==> src/rtl/aha_clk_pkg.sv <==
// Shared types and constants for the divided-clock enable selector.
package aha_clk_pkg;

   typedef enum logic [1:0] {
      IDLE     = 2'd0,
      WAIT_BND = 2'd1,
      ACK      = 2'd2
   } state_t;

   localparam int unsigned AHA_NUM_DIV   = 6;
   localparam int unsigned AHA_DIV_SEL_W = 3;

   localparam int unsigned AHA_DIV_BY1  = 0;
   localparam int unsigned AHA_DIV_BY2  = 1;
   localparam int unsigned AHA_DIV_BY4  = 2;
   localparam int unsigned AHA_DIV_BY8  = 3;
   localparam int unsigned AHA_DIV_BY16 = 4;
   localparam int unsigned AHA_DIV_BY32 = 5;

endpackage

==> src/rtl/aha_clk_en_mux.sv <==
// Indexed enable mux: one-hot decode of the select, AND-OR into one enable.
module aha_clk_en_mux #(
   parameter int unsigned N     = 6,
   parameter int unsigned SEL_W = 3
) (
   input  logic [N-1:0]     i_en,
   input  logic [SEL_W-1:0] i_sel,
   output logic             o_en_c
);

   always_comb begin
      o_en_c = 1'b0;
      for (int unsigned i = 0; i < N; i++) begin
         o_en_c = o_en_c | (i_en[i] & (i_sel == SEL_W'(i)));
      end
   end

endmodule

==> src/rtl/aha_clk_en_selector.sv <==
// Selects one divided clock enable for the downstream ICG; ratio changes land on a /32 boundary.
// Optional switch counter output enabled by defining AHA_CLK_EN_SEL_STATS_EN.
module aha_clk_en_selector
   import aha_clk_pkg::*;
#(
   parameter int unsigned NUM_DIV   = AHA_NUM_DIV,
   parameter int unsigned SEL_W     = AHA_DIV_SEL_W,
   parameter int unsigned RESET_SEL = AHA_DIV_BY1
) (
   input  logic               CLK,
   input  logic               RESETn,
   input  logic [NUM_DIV-1:0] EN_IN,
   input  logic               SEL_REQ,
   input  logic [SEL_W-1:0]   SEL_VAL,
   output logic               SEL_ACK,
   output logic               SEL_ERR,
   output logic               CLK_EN_OUT,
   output logic [SEL_W-1:0]   CUR_SEL,
   output logic               BUSY
`ifdef AHA_CLK_EN_SEL_STATS_EN
   ,
   output logic [15:0]        SWITCH_CNT
`endif
);

   state_t           r_state;
   state_t           w_state_nxt;
   logic [SEL_W-1:0] r_cur_sel;
   logic [SEL_W-1:0] r_pend_sel;
   logic             r_ack;
   logic             r_err;
   logic             r_busy;

   logic             w_bnd;
   logic             w_sel_bad;
   logic             w_sel_same;
   logic             w_ack_nxt;
   logic             w_err_nxt;
   logic             w_busy_nxt;
   logic             w_pend_ld;
   logic             w_apply;
   logic             w_clk_en;

   // Input contract guarantees every enable is high when the slowest one is.
   assign w_bnd      = EN_IN[NUM_DIV-1];
   assign w_sel_bad  = 32'(SEL_VAL) >= NUM_DIV;
   assign w_sel_same = (SEL_VAL == r_cur_sel);

   // State register
   always_ff @(posedge CLK or negedge RESETn) begin
      if (!RESETn) begin
         r_state <= IDLE;
      end else begin
         r_state <= w_state_nxt;
      end
   end

   // Next-state logic
   always_comb begin
      w_state_nxt = r_state;
      case (r_state)
         IDLE: begin
            if (SEL_REQ) begin
               if (w_sel_bad || w_sel_same) begin
                  w_state_nxt = ACK;
               end else begin
                  w_state_nxt = WAIT_BND;
               end
            end
         end
         WAIT_BND: begin
            if (w_bnd) begin
               w_state_nxt = ACK;
            end
         end
         ACK:     w_state_nxt = IDLE;
         default: w_state_nxt = IDLE;
      endcase
   end

   // Output/datapath next values; all of them are registered below
   always_comb begin
      w_ack_nxt  = 1'b0;
      w_err_nxt  = 1'b0;
      w_busy_nxt = 1'b0;
      w_pend_ld  = 1'b0;
      w_apply    = 1'b0;
      case (r_state)
         IDLE: begin
            if (SEL_REQ) begin
               w_busy_nxt = 1'b1;
               if (w_sel_bad) begin
                  w_ack_nxt = 1'b1;
                  w_err_nxt = 1'b1;
               end else if (w_sel_same) begin
                  w_ack_nxt = 1'b1;
               end else begin
                  w_pend_ld = 1'b1;
               end
            end
         end
         WAIT_BND: begin
            w_busy_nxt = 1'b1;
            if (w_bnd) begin
               w_ack_nxt = 1'b1;
               w_apply   = 1'b1;
            end
         end
         default: ;
      endcase
   end

   // The boundary cycle still uses the old select; the new one applies from the next cycle
   always_ff @(posedge CLK or negedge RESETn) begin
      if (!RESETn) begin
         r_cur_sel  <= SEL_W'(RESET_SEL);
         r_pend_sel <= SEL_W'(RESET_SEL);
         r_ack      <= 1'b0;
         r_err      <= 1'b0;
         r_busy     <= 1'b0;
      end else begin
         r_ack  <= w_ack_nxt;
         r_err  <= w_err_nxt;
         r_busy <= w_busy_nxt;
         if (w_pend_ld) begin
            r_pend_sel <= SEL_VAL;
         end
         if (w_apply) begin
            r_cur_sel <= r_pend_sel;
         end
      end
   end

`ifdef AHA_CLK_EN_SEL_STATS_EN
   logic [15:0] r_switch_cnt;

   // Saturating count of applied ratio changes
   always_ff @(posedge CLK or negedge RESETn) begin
      if (!RESETn) begin
         r_switch_cnt <= 16'd0;
      end else if (w_apply && (r_pend_sel != r_cur_sel) && (r_switch_cnt != 16'hFFFF)) begin
         r_switch_cnt <= r_switch_cnt + 16'd1;
      end
   end

   assign SWITCH_CNT = r_switch_cnt;
`endif

   aha_clk_en_mux #(
      .N     (NUM_DIV),
      .SEL_W (SEL_W)
   ) u_en_mux (
      .i_en   (EN_IN),
      .i_sel  (r_cur_sel),
      .o_en_c (w_clk_en)
   );

   assign CLK_EN_OUT = w_clk_en;
   assign SEL_ACK    = r_ack;
   assign SEL_ERR    = r_err;
   assign CUR_SEL    = r_cur_sel;
   assign BUSY       = r_busy;

endmodule
==> config.mk <==
export PLATFORM = sky130hd
export DESIGN_NAME = aha_clk_en_selector
export DESIGN_NICKNAME = d
export VERILOG_FILES = /design/src/rtl/aha_clk_pkg.sv /design/src/rtl/aha_clk_en_mux.sv /design/src/rtl/aha_clk_en_selector.sv
export SDC_FILE = /design/constraint.sdc
export NUM_CORES = 1
export LEC_CHECK = 0
export CORE_UTILIZATION = 39
export CTS_BUF_LIST = sky130_fd_sc_hd__clkbuf_8
export DETAILED_ROUTE_END_ITERATION = 8
export GPL_TIMING_DRIVEN = 0
export PLACE_DENSITY = 0.78
export SLEW_MARGIN = 20
export SYNTH_ARGS = -nofsm -noshare
export SYNTH_HDL_FRONTEND = slang
export SYNTH_SLANG_ARGS = --single-unit
==> constraint.sdc <==
create_clock -name CLK -period 1.7 [get_ports CLK]
set_clock_uncertainty 0.2 [all_clocks]
set_input_delay 0.255 -clock CLK [delete_from_list [all_inputs] [get_ports CLK]]
set_output_delay 0.255 -clock CLK [all_outputs]
set_load 0.05 [all_outputs]
# --- Word level (Yosys, flattened, before mapping) ---
# Index checks and enable logic that the tools add are counted.
word_totals:
  rom_bits: 0
  mem_count: 0
  out_inout_bits: 7
  wordCells: 50
  latchBits: 0
  register_bits: 11
  ramBits: 0
  input_bits: 12
classes:
  n_addsub: 0
  mul: 0
  n_mux: 19
  n_bitwise: 11
  eq_ne: 9
  reduce_logical: 4
  n_div: 0
  shifts: 0
  magnitude_cmp: 1
op_table:
  columns: ["cell", "n"]
  rows:
  - ["$mux 1", 13]
  - ["$and 1x1->1", 6]
  - ["$eq 3x2->1 const B", 2]
  - ["$eq 3x3->1 const B", 2]
  - ["$mux 2", 3]
  - ["$or 1x1->1", 5]
  - ["$ne 2x2->1 const B", 2]
  - ["$pmux 1 s2", 2]
  - ["$pmux 2 s2", 1]
  - ["$eq 3x1->1 const B", 1]
  - ["$eq 3x3->1", 1]
  - ["$ge 3x3->1 const B", 1]
  - ["$logic_not 3->1", 1]
  - ["$eq 2x1->1 const B", 1]
  - ["$logic_not 2->1", 1]
  - ["$reduce_and 2->1", 1]
  - ["$logic_or 1x1->1", 1]

# --- Logic depth before layout (Yosys ltp) ---
# Gate-level depths: netlist (run 1).
depth:
  depth_word: 7
  ltp_mapped: 4
  depth_no_buf: 4

# --- Cells and area by module ---
# Synthesis (run 1) repeated with hierarchy kept, for this count alone.
unflattened:
  hier_cells: 41
  area_unflattened_um2: 505.5
by_module_without_submodules:
  columns: ["mod", "cells_per_inst", "seq_area_each_um2", "instances", "area_each_um2"]
  rows:
  - ["aha_clk_en_selector", 36, 275.3, 1, 454.2]
  - ["aha_clk_en_mux", 5, 0.0, 1, 51.3]

# --- Least setup slack after synthesis (run 1) ---
# Ideal clock, no wire load.
synth_path:
  kind: "register -> output"
  start: "reg r_cur_sel[0] (netlist: CUR_SEL[0])"
  end: "out CLK_EN_OUT"
  path_slack_ns: -0.435
  stages_incl_launch_ff: 3
  n_path_buf: 0
  arrival_time_ns: 1.680
  required_time_ns: 1.245
  path_cell_list: "dfrtp_1 -> mux4_1 -> mux2_2"
synth_via:
  elab_chain_cells: 7
  word_cells_on_any_way: 17
  classes_between: "eq/ne (5); bitwise (11); reduce/logical (1)"
synth_lines:
  columns: ["element", "line", "source"]
  rows:
  - ["start: declaration", "aha_clk_en_selector.sv:28", "logic [SEL_W-1:0] r_cur_sel;"]
  - ["start signal: assignment", "aha_clk_en_selector.sv:116", "r_cur_sel <= SEL_W'(RESET_SEL);"]
  - ["start signal: assignment", "aha_clk_en_selector.sv:129", "r_cur_sel <= r_pend_sel;"]
  - ["$eq 3x1->1 / $logic_not 3->1 (equally long branches)", "aha_clk_en_mux.sv:14", "o_en_c = o_en_c | (i_en[i] & (i_sel == SEL_W'(i)));"]
  - ["$and 1x1->1", "aha_clk_en_mux.sv:14", null]
  - ["$or 1x1->1 (4 in a row)", "aha_clk_en_mux.sv:14", null]
  - ["$or 1x1->1 (*)", "aha_clk_en_mux.sv:14", null]
  - ["end: declaration", "aha_clk_en_selector.sv:17", "output logic CLK_EN_OUT,"]
# Every way passes the cells marked *; elsewhere a longest branch is shown, timed or not.

# --- Final worst setup path (run 1) ---
# Ends and elaborated chain as after synthesis.

==> key figures, run 1 <==
Outcome
  • Outcome: finished, violations left
  • Violated checks: setup timing

Power
  • Total power per unit cell area: 2060 mW/mm2
  • LEAKAGE: 0.397 nW
  • Peak supply drop: 1.30 mV

Routing
  • Sum of routed wire length over all layers: 1030 um
  • Number of routed nets with antenna violations: 0
  • Detailed-route via count: 410
  • Initial drt markers: 11
  • Post-detailed-route via-to-cell ratio: 5.00
  • Routed WL per cell: 12.6 um
  • Residual DRC count: 0
  • First-pass iteration count of the detailed router: 2

Finish
  • Final Net Count: 81
  • Final antenna diode count: 0
  • Area growth syn-to-layout: 65.1%
  • FILL cells: 77
  • Post-route cell area: 841 um2
  • Sequential cell area in the final layout: 278 um2
  • Layout cell share with drive strength beyond 1: 41.2%
  • Area of the multi-input gates: 265 um2
  • Post-Layout Cell Count: 82

Setup path
  • Signal arrival time at the worst endpoint: 1.54 ns
  • Cell chain of the critical path: mux4_2 -> mux2_4 -> buf_8
  • Critical-path top delay cell: sky130_fd_sc_hd__mux4_2
  • CP Capture Type: primary output
  • Startpoint kind of the worst setup timing path: flop
  • Worst setup slack for register-to-register paths: -0.16 ns
  • Register-to-Register Path Depth: 4
  • Worst reg2reg endpoint: r_pend_sel[0]$_DFFE_PN0P_
  • Critical path type: flop to primary output
  • Critical path's largest stage delay: 0.49 ns
  • Startpoint of the most critical register-to-register path: CUR_SEL[1]$_DFFE_PN0P_
  • Crit Path Max Fanout: 2
  • Endpoint required time on the critical path: 1.24 ns

Placement
  • Port Buffers: 18
  • Cell area after placement: 712 um2
  • Gpl congestion: 0.753
  • Placed Cells: 71
  • Minimum setup slack after placement: -0.845 ns

Global route
  • Vias in the first global route: 365
  • Total global routing overflow: 0
  • Largest net degree at the start of global routing: 12
  • All-Layer GR Usage: 15.5%
  • First-pass GRT wire length: 1480 um
  • Antenna violations before repair: 0

Logic synthesis
  • Post-synthesis average cell area: 13.1 um2
  • Count of yosys warnings during synthesis: 0
  • Part of the Yosys area used for sequential elements: 54.1%
  • Number of different library cells in the post-synthesis netlist: 17
  • Number of synthesized register bits: 11
  • Cell count after synthesis: 39
  • Synth Cell Area: 509 um2
  • Syn Nets: 51

STA
  • Final clock period utilization by the worst path: 117%
  • Tightest slew margin relative to the limit: 67.5%
  • Minimum clock period after layout: 2.00 ns
  • Unrepaired setup endpoints after global routing: true
  • Min Hold Slack: 0.151 ns
  • Worst slew pin tran: 0.486 ns
  • Final critical-path setup slack: -0.296 ns
  • Max Clock Freq: 501 MHz
  • Final count of hold timing violations: 0
  • # setup viols final: 9
  • Pins Over Slew Limit: 0

CTS
  • Clock root buffer: sky130_fd_sc_hd__clkbuf_8
  • H-tree depth: 1
  • Clk sink count: 11
  • Worst skew pair latency: 0.23 ns
  • Clock slew seen by the registers of the worst setup and hold paths: 0.05 ns
  • Clock buffers created by TritonCTS: 3
  • Clock tree from TritonCTS: built
  • Total of hold buffers inserted after clock tree synthesis: 0
  • CTS Buffer Depth: 2

Floorplan
  • Width of the die: 38.1 um
  • Vert. Die Dim: 38.1 um
  • Die Footprint: 0.00145 mm2
  • Initial Utilization: 44.0%
  • Std-Cell Core Area: 0.00116 mm2
  • Number of standard-cell rows in the floorplan: 12
  • I/O Pins: 19

Min path
  • Hold Crit Class: primary input to async pin

Run
  • Max Cap Viol: 0
[how the worst max path moves through the flow]
stage | start | end | slack, ns
finish | CUR_SEL[0]$_DFFE_PN0P_ | CLK_EN_OUT | -0.30
detailed placement | EN_IN[3] | CLK_EN_OUT | -0.84
global placement | EN_IN[3] | CLK_EN_OUT | -0.83
floorplan | CUR_SEL[0]$_DFFE_PN0P_ | CLK_EN_OUT | -0.19
CTS | CUR_SEL[0]$_DFFE_PN0P_ | CLK_EN_OUT | -0.29
global route | CUR_SEL[0]$_DFFE_PN0P_ | CLK_EN_OUT | -0.34
[critical path: cells and delay by family (launching register included)]
family | cells | cell delay (ns)
multiplexers | 2 | 0.78
flip-flops | 1 | 0.38
buffers and inverters | 1 | 0.15
[per-layer routing]
layer | part of all wire, % | vias to the layer above | GRT usage [%]
met5 | 0 | - | 0
met2 | 52 | 14 | 26.7
li1 | - | 199 | -
met1 | 40 | 193 | 14.9
met4 | 2.2 | 0 | 5.36
met3 | 5.8 | 4 | 9.30
[state kept, by name (all words and copies together), names as in the netlist]
| name | flops |
|---|---|
| CUR_SEL | 3 |
| SEL_ERR | 1 |
| r_state | 2 |
| SEL_ACK | 1 |
| r_pend_sel | 3 |
| BUSY | 1 |
[area by class of cell]
type / count / area share, %
Timing Repair Buffer: 25 / 28.0
Multi-Input combinational cell: 28 / 31.5
Clock buffer: 3 / 4.91
Tap cell: 14 / 2.08
Sequential cell: 11 / 33.0
Clock inverter: 1 / 0.446
[through the flow]
step	util (%)	power [mW]	setup TNS, ns
after floorplan	-	1.04	-0.759
after global placement	61.6	1.27	-3.08
after detailed placement	61.6	1.28	-3.17
after CTS	68.2	1.59	-0.935
after global routing	72.7	1.82	-1.72
final	72.7	1.73	-1.34
[layout by cell type, fill, tap and decap left out]
cell type / n
sky130_fd_sc_hd__clkbuf_8: 3
sky130_fd_sc_hd__inv_1: 1
sky130_fd_sc_hd__clkdlybuf4s50_1: 7
sky130_fd_sc_hd__a221oi_2: 1
sky130_fd_sc_hd__dfrtp_1: 9
sky130_fd_sc_hd__clkdlybuf4s15_2: 1
sky130_fd_sc_hd__o21ai_1: 2
sky130_fd_sc_hd__clkbuf_2: 1
sky130_fd_sc_hd__dfrtp_2: 2
sky130_fd_sc_hd__or2_1: 1
sky130_fd_sc_hd__buf_4: 5
sky130_fd_sc_hd__nor2_1: 5
sky130_fd_sc_hd__nor3b_1: 1
sky130_fd_sc_hd__mux4_2: 1
sky130_fd_sc_hd__dlygate4sd2_1: 7
sky130_fd_sc_hd__buf_8: 1
sky130_fd_sc_hd__mux2_4: 4
sky130_fd_sc_hd__mux2_2: 3
sky130_fd_sc_hd__xor2_2: 1
sky130_fd_sc_hd__nand3b_1: 1
sky130_fd_sc_hd__nand2_1: 2
sky130_fd_sc_hd__a21oi_2: 1
sky130_fd_sc_hd__mux2i_1: 1
sky130_fd_sc_hd__or3_1: 1
sky130_fd_sc_hd__buf_6: 2
sky130_fd_sc_hd__or2b_4: 1
sky130_fd_sc_hd__dlymetal6s2s_1: 1
sky130_fd_sc_hd__nor3b_4: 1
sky130_fd_sc_hd__a21oi_1: 1
[cells by family after synthesis]
group | after synthesis | share of synthesized area [%]
flip-flops | 11 | 54.1
AO/OA/AOI/OAI | 5 | 6.88
XOR/XNOR | 1 | 1.72
multiplexers | 9 | 22.6
AND/OR/NAND/NOR | 13 | 14.7
[synthesized netlist by cell type]
| cell type | count | area share (%) |
|---|---|---|
| sky130_fd_sc_hd__nor3b_1 | 1 | 1.5 |
| sky130_fd_sc_hd__mux2i_1 | 1 | 2.0 |
| sky130_fd_sc_hd__mux2_1 | 3 | 6.6 |
| sky130_fd_sc_hd__a221oi_2 | 1 | 2.9 |
| sky130_fd_sc_hd__xor2_1 | 1 | 1.7 |
| sky130_fd_sc_hd__nor2_1 | 5 | 3.7 |
| sky130_fd_sc_hd__or2b_2 | 1 | 1.7 |
| sky130_fd_sc_hd__dfrtp_1 | 11 | 54 |
| sky130_fd_sc_hd__mux4_1 | 1 | 5.2 |
| sky130_fd_sc_hd__nor3b_2 | 1 | 2.5 |
| sky130_fd_sc_hd__mux2_2 | 4 | 8.8 |
| sky130_fd_sc_hd__or3_1 | 1 | 1.2 |
| sky130_fd_sc_hd__or2_1 | 1 | 1.2 |
| sky130_fd_sc_hd__nand3b_1 | 1 | 1.5 |
| sky130_fd_sc_hd__o21ai_1 | 2 | 2.0 |
| sky130_fd_sc_hd__a21oi_1 | 2 | 2.0 |
| sky130_fd_sc_hd__nand2_1 | 2 | 1.5 |
[report_power, final]
group          switching (mW)  internal, mW  leakage [nW]
Combinational           0.522         0.486         0.237
Sequential             0.0934         0.389         0.133
Clock                  0.0850         0.157        0.0269
[what timing repair did]
| item | CTS | global route |
|---|---|---|
| gates resized for setup | 21 | 9 |
| setup endpoints to repair | 13 | 9 |
| pin swaps | 3 | 2 |
| buffers inserted | 5 | 3 |
Note: power is estimated with default switching activity, not from simulation.
==> inputs of run 2 (changes only) <==
Settings changed: CTS_BUF_LIST sky130_fd_sc_hd__clkbuf_8 to sky130_fd_sc_hd__clkbuf_2.
==> run 2 against run 1 <==
Effect of this change:
- global-route usage down 0.62 points
- combinational power down 11%
- hold slack worse by 0.037 ns
- worst setup slack worse by 0.0081 ns
- register-to-register slack better by 0.02 ns
- largest power group unchanged
- the flow still finishes with violations (setup timing)
- via count down 4.6%
- final area down 7.3%
==> key figures, run 2 (synthesis results as in run 1) <==
Global route
  • Antenna violations before repair: 0
  • All-Layer GR Usage: 14.9%
  • First-pass GRT wire length: 1400 um
  • Total global routing overflow: 0
  • Vias in the first global route: 350
  • Largest net degree at the start of global routing: 12

CTS
  • CTS Buffer Depth: 2
  • H-tree depth: 1
  • Clock slew seen by the registers of the worst setup and hold paths: 0.10 ns
  • Clock tree from TritonCTS: built
  • Clk sink count: 11
  • Clock root buffer: sky130_fd_sc_hd__clkbuf_2
  • Clock buffers created by TritonCTS: 3
  • Worst skew pair latency: 0.25 ns

Power
  • Overall power of the completed layout: 1.52 mW
  • Proportion of power drawn by combinational gates: 59.2%
  • LEAKAGE: 0.353 nW
  • Switching power of the nets: 0.666 mW
  • Fraction of power spent switching nets: 43.9%
  • Pint: 0.853 mW
  • Total power per unit cell area: 1950 mW/mm2
  • Clk network pwr share: 9.4%
  • Peak supply drop: 0.898 mV
  • Part of the power in registers: 31.4%

Setup path
  • Critical-path top delay cell: sky130_fd_sc_hd__mux4_2
  • Signal arrival time at the worst endpoint: 1.55 ns
  • Crit Path Max Fanout: 1
  • Startpoint kind of the worst setup timing path: primary input
  • Top Family by Delay on Critical Path: multiplexers
  • Critical path's largest stage delay: 0.46 ns
  • Endpoint required time on the critical path: 1.24 ns
  • Critical path buffer and inverter count: 2
  • Cell chain of the critical path: clkdlybuf4s50_1 -> mux4_2 -> mux2_4 -> buf_6
  • CP Capture Type: primary output
  • Critical path type: primary input to primary output

Routing
  • Detailed-route via count: 391
  • First-pass iteration count of the detailed router: 2
  • Routed WL per cell: 12.3 um
  • Post-detailed-route via-to-cell ratio: 4.95
  • Sum of routed wire length over all layers: 973 um
  • Initial drt markers: 6
  • Residual DRC count: 0
  • Number of routed nets with antenna violations: 0

Finish
  • Post-route cell area: 779 um2
  • Layout cell share with drive strength beyond 1: 40.0%
  • Final antenna diode count: 0
  • Sequential cell area in the final layout: 278 um2
  • Area growth syn-to-layout: 53.1%
  • Final Net Count: 78
  • Final core utilization: 67.4%
  • FILL cells: 81
  • Top library cells by usage in the layout, fill and taps aside: sky130_fd_sc_hd__dfrtp_1, sky130_fd_sc_hd__clkdlybuf4s50_1, sky130_fd_sc_hd__nor2_1, sky130_fd_sc_hd__dlygate4sd2_1
  • Post-Layout Cell Count: 79
  • Area of the multi-input gates: 255 um2

Floorplan
  • I/O Pins: 19
  • Die Footprint: 0.00145 mm2
  • Initial Utilization: 44.0%
  • Width of the die: 38.1 um
  • Number of standard-cell rows in the floorplan: 12
  • Vert. Die Dim: 38.1 um
  • Std-Cell Core Area: 0.00116 mm2

Placement
  • Placed Cells: 71
  • Minimum setup slack after placement: -0.845 ns
  • Gpl congestion: 0.753
  • Cell area after placement: 712 um2
  • Port Buffers: 18

Outcome
  • Outcome: finished, violations left
  • Violated checks: setup timing

STA
  • # setup viols final: 6
  • Final clock period utilization by the worst path: 118%
  • Worst slew pin tran: 0.473 ns
  • Final critical-path setup slack: -0.305 ns
  • Setup total negative slack: -0.787 ns
  • Tightest slew margin relative to the limit: 68.4%
  • Min Hold Slack: 0.114 ns
  • Final count of hold timing violations: 0
  • Pins Over Slew Limit: 0
  • Max Clock Freq: 499 MHz
  • Unrepaired setup endpoints after global routing: true
  • Minimum clock period after layout: 2.00 ns

Min path
  • Hold Crit Class: primary input to async pin

Run
  • Max Cap Viol: 0
run 2: path summary, 6_finish.rpt:
| check | endpoint | slack (ns) | start | cells past startpoint |
|---|---|---|---|---|
| setup / recovery | CLK_EN_OUT | -0.30 | EN_IN[3] | 4 |
| hold / removal | r_pend_sel[2]$_DFFE_PN0P_ | 0.11 | RESETn | 1 |
| setup reg to reg | r_pend_sel[0]$_DFFE_PN0P_ | -0.14 | CUR_SEL[1]$_DFFE_PN0P_ | 4 |
| hold reg to reg | r_pend_sel[0]$_DFFE_PN0P_ | 0.29 | r_pend_sel[0]$_DFFE_PN0P_ | 1 |
| max in group asynchronous | CUR_SEL[1]$_DFFE_PN0P_ | 0.83 | RESETn | 1 |
| min in group CLK | SEL_ERR$_DFF_PN0_ | 0.25 | SEL_VAL[1] | 3 |
run 2: layer usage:
metal / track usage [%] / share of wire (%)
met5: 0 / 0
met4: 8.04 / 1.8
met3: 8.72 / 6.7
met2: 24.2 / 51
met1: 14.6 / 41
run 2: worst reg2reg max path, stage by stage, from the launching register on:
cell and delay (ns):
sky130_fd_sc_hd__dfrtp_2 0.44, sky130_fd_sc_hd__or3_1 0.33, sky130_fd_sc_hd__a221oi_2 0.31, sky130_fd_sc_hd__nor3b_2 0.14, sky130_fd_sc_hd__mux2_1 0.32
run 2: final cells by class:
type                            instances  share of cell area [%]
Sequential cell                        11                    35.6
Multi-Input combinational cell         28                    32.7
Timing Repair Buffer                   22                    26.8
Clock buffer                            4                    2.57
Tap cell                               14                    2.25
run 2: repair_timing:
item | CTS | global route
hold buffers | 0 | 0
endpoints found under the setup margin | 11 | 7
setup buffers | 4 | 2
pin swaps | 4 | 3
resized for setup | 23 | 3
run 2: power by group through the flow:
stage          Clock [mW]  Combinational (mW)  Sequential [mW]
3_5_place_dp            0               0.779            0.498
4_1_cts             0.151               0.862            0.472
6_report            0.143               0.898            0.477
2_1_floorplan           0               0.340            0.704
3_3_place_gp            0               0.775            0.495
5_1_grt             0.158               0.944            0.490
==> inputs of run 3 (changes only) <==
Settings changed: CORE_MARGIN from default to 2.
==> run 3 against run 2 <==
Effect of this change:
- the flow still finishes with violations (setup timing)
- flip-flop and latch count is the same
- total power shrank 2.7%
- via count grew 2.6%
- routed wire length grew 3.5%
- largest cell class unchanged
- cell count grew 1.3%
- final area shrank 1.9%
- worst setup slack lost 0.024 ns
- count of clock-buffer cells in the layout is the same
- highest routed layer unchanged
- critical path depth shrank 1
- global-route usage grew 2.6 points
- combinational power shrank 5.7%
- sequential power is essentially flat
==> key figures, run 3 (synthesis results as in run 1) <==
Outcome
  • Outcome: finished, violations left
  • Violated checks: setup timing

CTS
  • Total of hold buffers inserted after clock tree synthesis: 0
  • H-tree depth: 1
  • Clock slew seen by the registers of the worst setup and hold paths: 0.10 ns
  • Clk sink count: 11
  • Clock buffers created by TritonCTS: 3
  • Clock tree from TritonCTS: built
  • Worst skew pair latency: 0.27 ns
  • CTS Buffer Depth: 2
  • Clock root buffer: sky130_fd_sc_hd__clkbuf_2

Placement
  • Gpl congestion: 0.728
  • Estimated wirelength of the detail-placed design: 757 um
  • Cell area after placement: 713 um2
  • Placed Cells: 72
  • Port Buffers: 18

STA
  • Tightest slew margin relative to the limit: 68.2%
  • Worst slew pin tran: 0.476 ns
  • Unrepaired setup endpoints after global routing: true
  • Max Clock Freq: 493 MHz
  • Final count of hold timing violations: 0
  • # setup viols final: 5
  • Pins Over Slew Limit: 0
  • Final critical-path setup slack: -0.329 ns
  • Final clock period utilization by the worst path: 119%
  • Min Hold Slack: 0.0943 ns
  • Minimum clock period after layout: 2.03 ns

Global route
  • First-pass GRT wire length: 1730 um
  • Antenna violations before repair: 0
  • Vias in the first global route: 413
  • Total global routing overflow: 0
  • All-Layer GR Usage: 17.5%
  • Largest net degree at the start of global routing: 12

Setup path
  • Register-to-Register Path Depth: 4
  • Crit Path Max Fanout: 3
  • Endpoint required time on the critical path: 1.24 ns
  • Startpoint kind of the worst setup timing path: flop
  • CP Capture Type: primary output
  • Critical path type: flop to primary output
  • Signal arrival time at the worst endpoint: 1.57 ns

Power
  • Switching power of the nets: 0.659 mW
  • Total power per unit cell area: 1930 mW/mm2
  • Proportion of power drawn by combinational gates: 57.3%
  • Overall power of the completed layout: 1.48 mW
  • Part of the power in registers: 32.5%
  • Clk network pwr share: 10.2%
  • Pint: 0.819 mW
  • LEAKAGE: 0.347 nW
  • Fraction of power spent switching nets: 44.6%
  • Peak supply drop: 1.16 mV

Routing
  • Residual DRC count: 0
  • Initial drt markers: 2
  • Detailed-route via count: 401
  • Routed WL per cell: 12.6 um
  • Sum of routed wire length over all layers: 1010 um
  • Post-detailed-route via-to-cell ratio: 5.01
  • First-pass iteration count of the detailed router: 2
  • Number of routed nets with antenna violations: 0

Finish
  • FILL cells: 103
  • Post-Layout Cell Count: 80
  • Final core utilization: 61.0%
  • Final antenna diode count: 0
  • Post-route cell area: 764 um2
  • Top library cells by usage in the layout, fill and taps aside: sky130_fd_sc_hd__dfrtp_1, sky130_fd_sc_hd__clkdlybuf4s50_1, sky130_fd_sc_hd__dlygate4sd2_1, sky130_fd_sc_hd__nor2_1
  • Area growth syn-to-layout: 50.1%
  • Final Net Count: 78
  • Layout cell share with drive strength beyond 1: 33.8%

Floorplan
  • Die Footprint: 0.00161 mm2
  • I/O Pins: 19
  • Initial Utilization: 40.7%
  • Vert. Die Dim: 40.1 um
  • Number of standard-cell rows in the floorplan: 13
  • Width of the die: 40.1 um
  • Std-Cell Core Area: 0.00125 mm2

Run
  • Max Cap Viol: 0

Min path
  • Hold Crit Class: primary input to async pin
-- run 3: cell count changes in the layout (fill, tap and decap cells not counted), sizes merged --
cell and delta:
dlygate4sd2 +1, clkdlybuf4s15 -1
-- run 3: layout make-up --
class | count | area, um2 | area share, %
flip-flops and latches | 11 | 278 | 36.3
multi-input cells | 28 | 241 | 31.6
repair buffers | 22 | 206 | 27.0
clock buffers | 4 | 20.0 | 2.62
well taps | 15 | 18.8 | 2.45
-- run 3: final timing paths --
| path | start | slack, ns | endpoint |
|---|---|---|---|
| min in group CLK | SEL_VAL[2] | 0.22 | SEL_ERR$_DFF_PN0_ |
| setup / recovery | CUR_SEL[0]$_DFFE_PN0P_ | -0.33 | CLK_EN_OUT |
| setup reg to reg | CUR_SEL[1]$_DFFE_PN0P_ | -0.14 | r_pend_sel[0]$_DFFE_PN0P_ |
| max in group asynchronous | RESETn | 0.85 | CUR_SEL[0]$_DFFE_PN0P_ |
| hold reg to reg | r_state[1]$_DFFE_PN0P_ | 0.29 | BUSY$_DFF_PN0_ |
| hold / removal | RESETn | 0.09 | SEL_ACK$_DFF_PN0_ |
-- run 3: through the flow --
step / TNS, ns / setup slack, ns
3_5_place_dp: -3.19 / -0.836
4_1_cts: -0.773 / -0.353
3_3_place_gp: -3.10 / -0.840
5_1_grt: -1.27 / -0.400
2_1_floorplan: -0.759 / -0.194
6_report: -0.774 / -0.329
-- run 3: worst max-delay path: stages, from the launching register on --
cell and delay [ns]:
sky130_fd_sc_hd__dfrtp_2 0.39, sky130_fd_sc_hd__mux4_2 0.49, sky130_fd_sc_hd__mux2_4 0.28, sky130_fd_sc_hd__buf_6 0.15
-- run 3: power by group through the flow --
stage	clock network, mW	logic (mW)	registers [mW]
detailed placement	0	0.789	0.509
global placement	0	0.779	0.502
floorplan	0	0.340	0.704
global route	0.172	0.897	0.500
finish	0.151	0.847	0.480
CTS	0.156	0.853	0.480
-- run 3: repair_timing --
action	4_1_cts	5_1_grt
setup buffers	4	0
setup endpoints to repair	11	7
gates resized for setup	19	1
pin swaps	2	1
-- run 3: per-layer routing --
metal	wire (um)	track usage (%)
met3	71	10.0
met1	444	18.9
met5	0	0
met4	30	7.76
met2	460	27.4
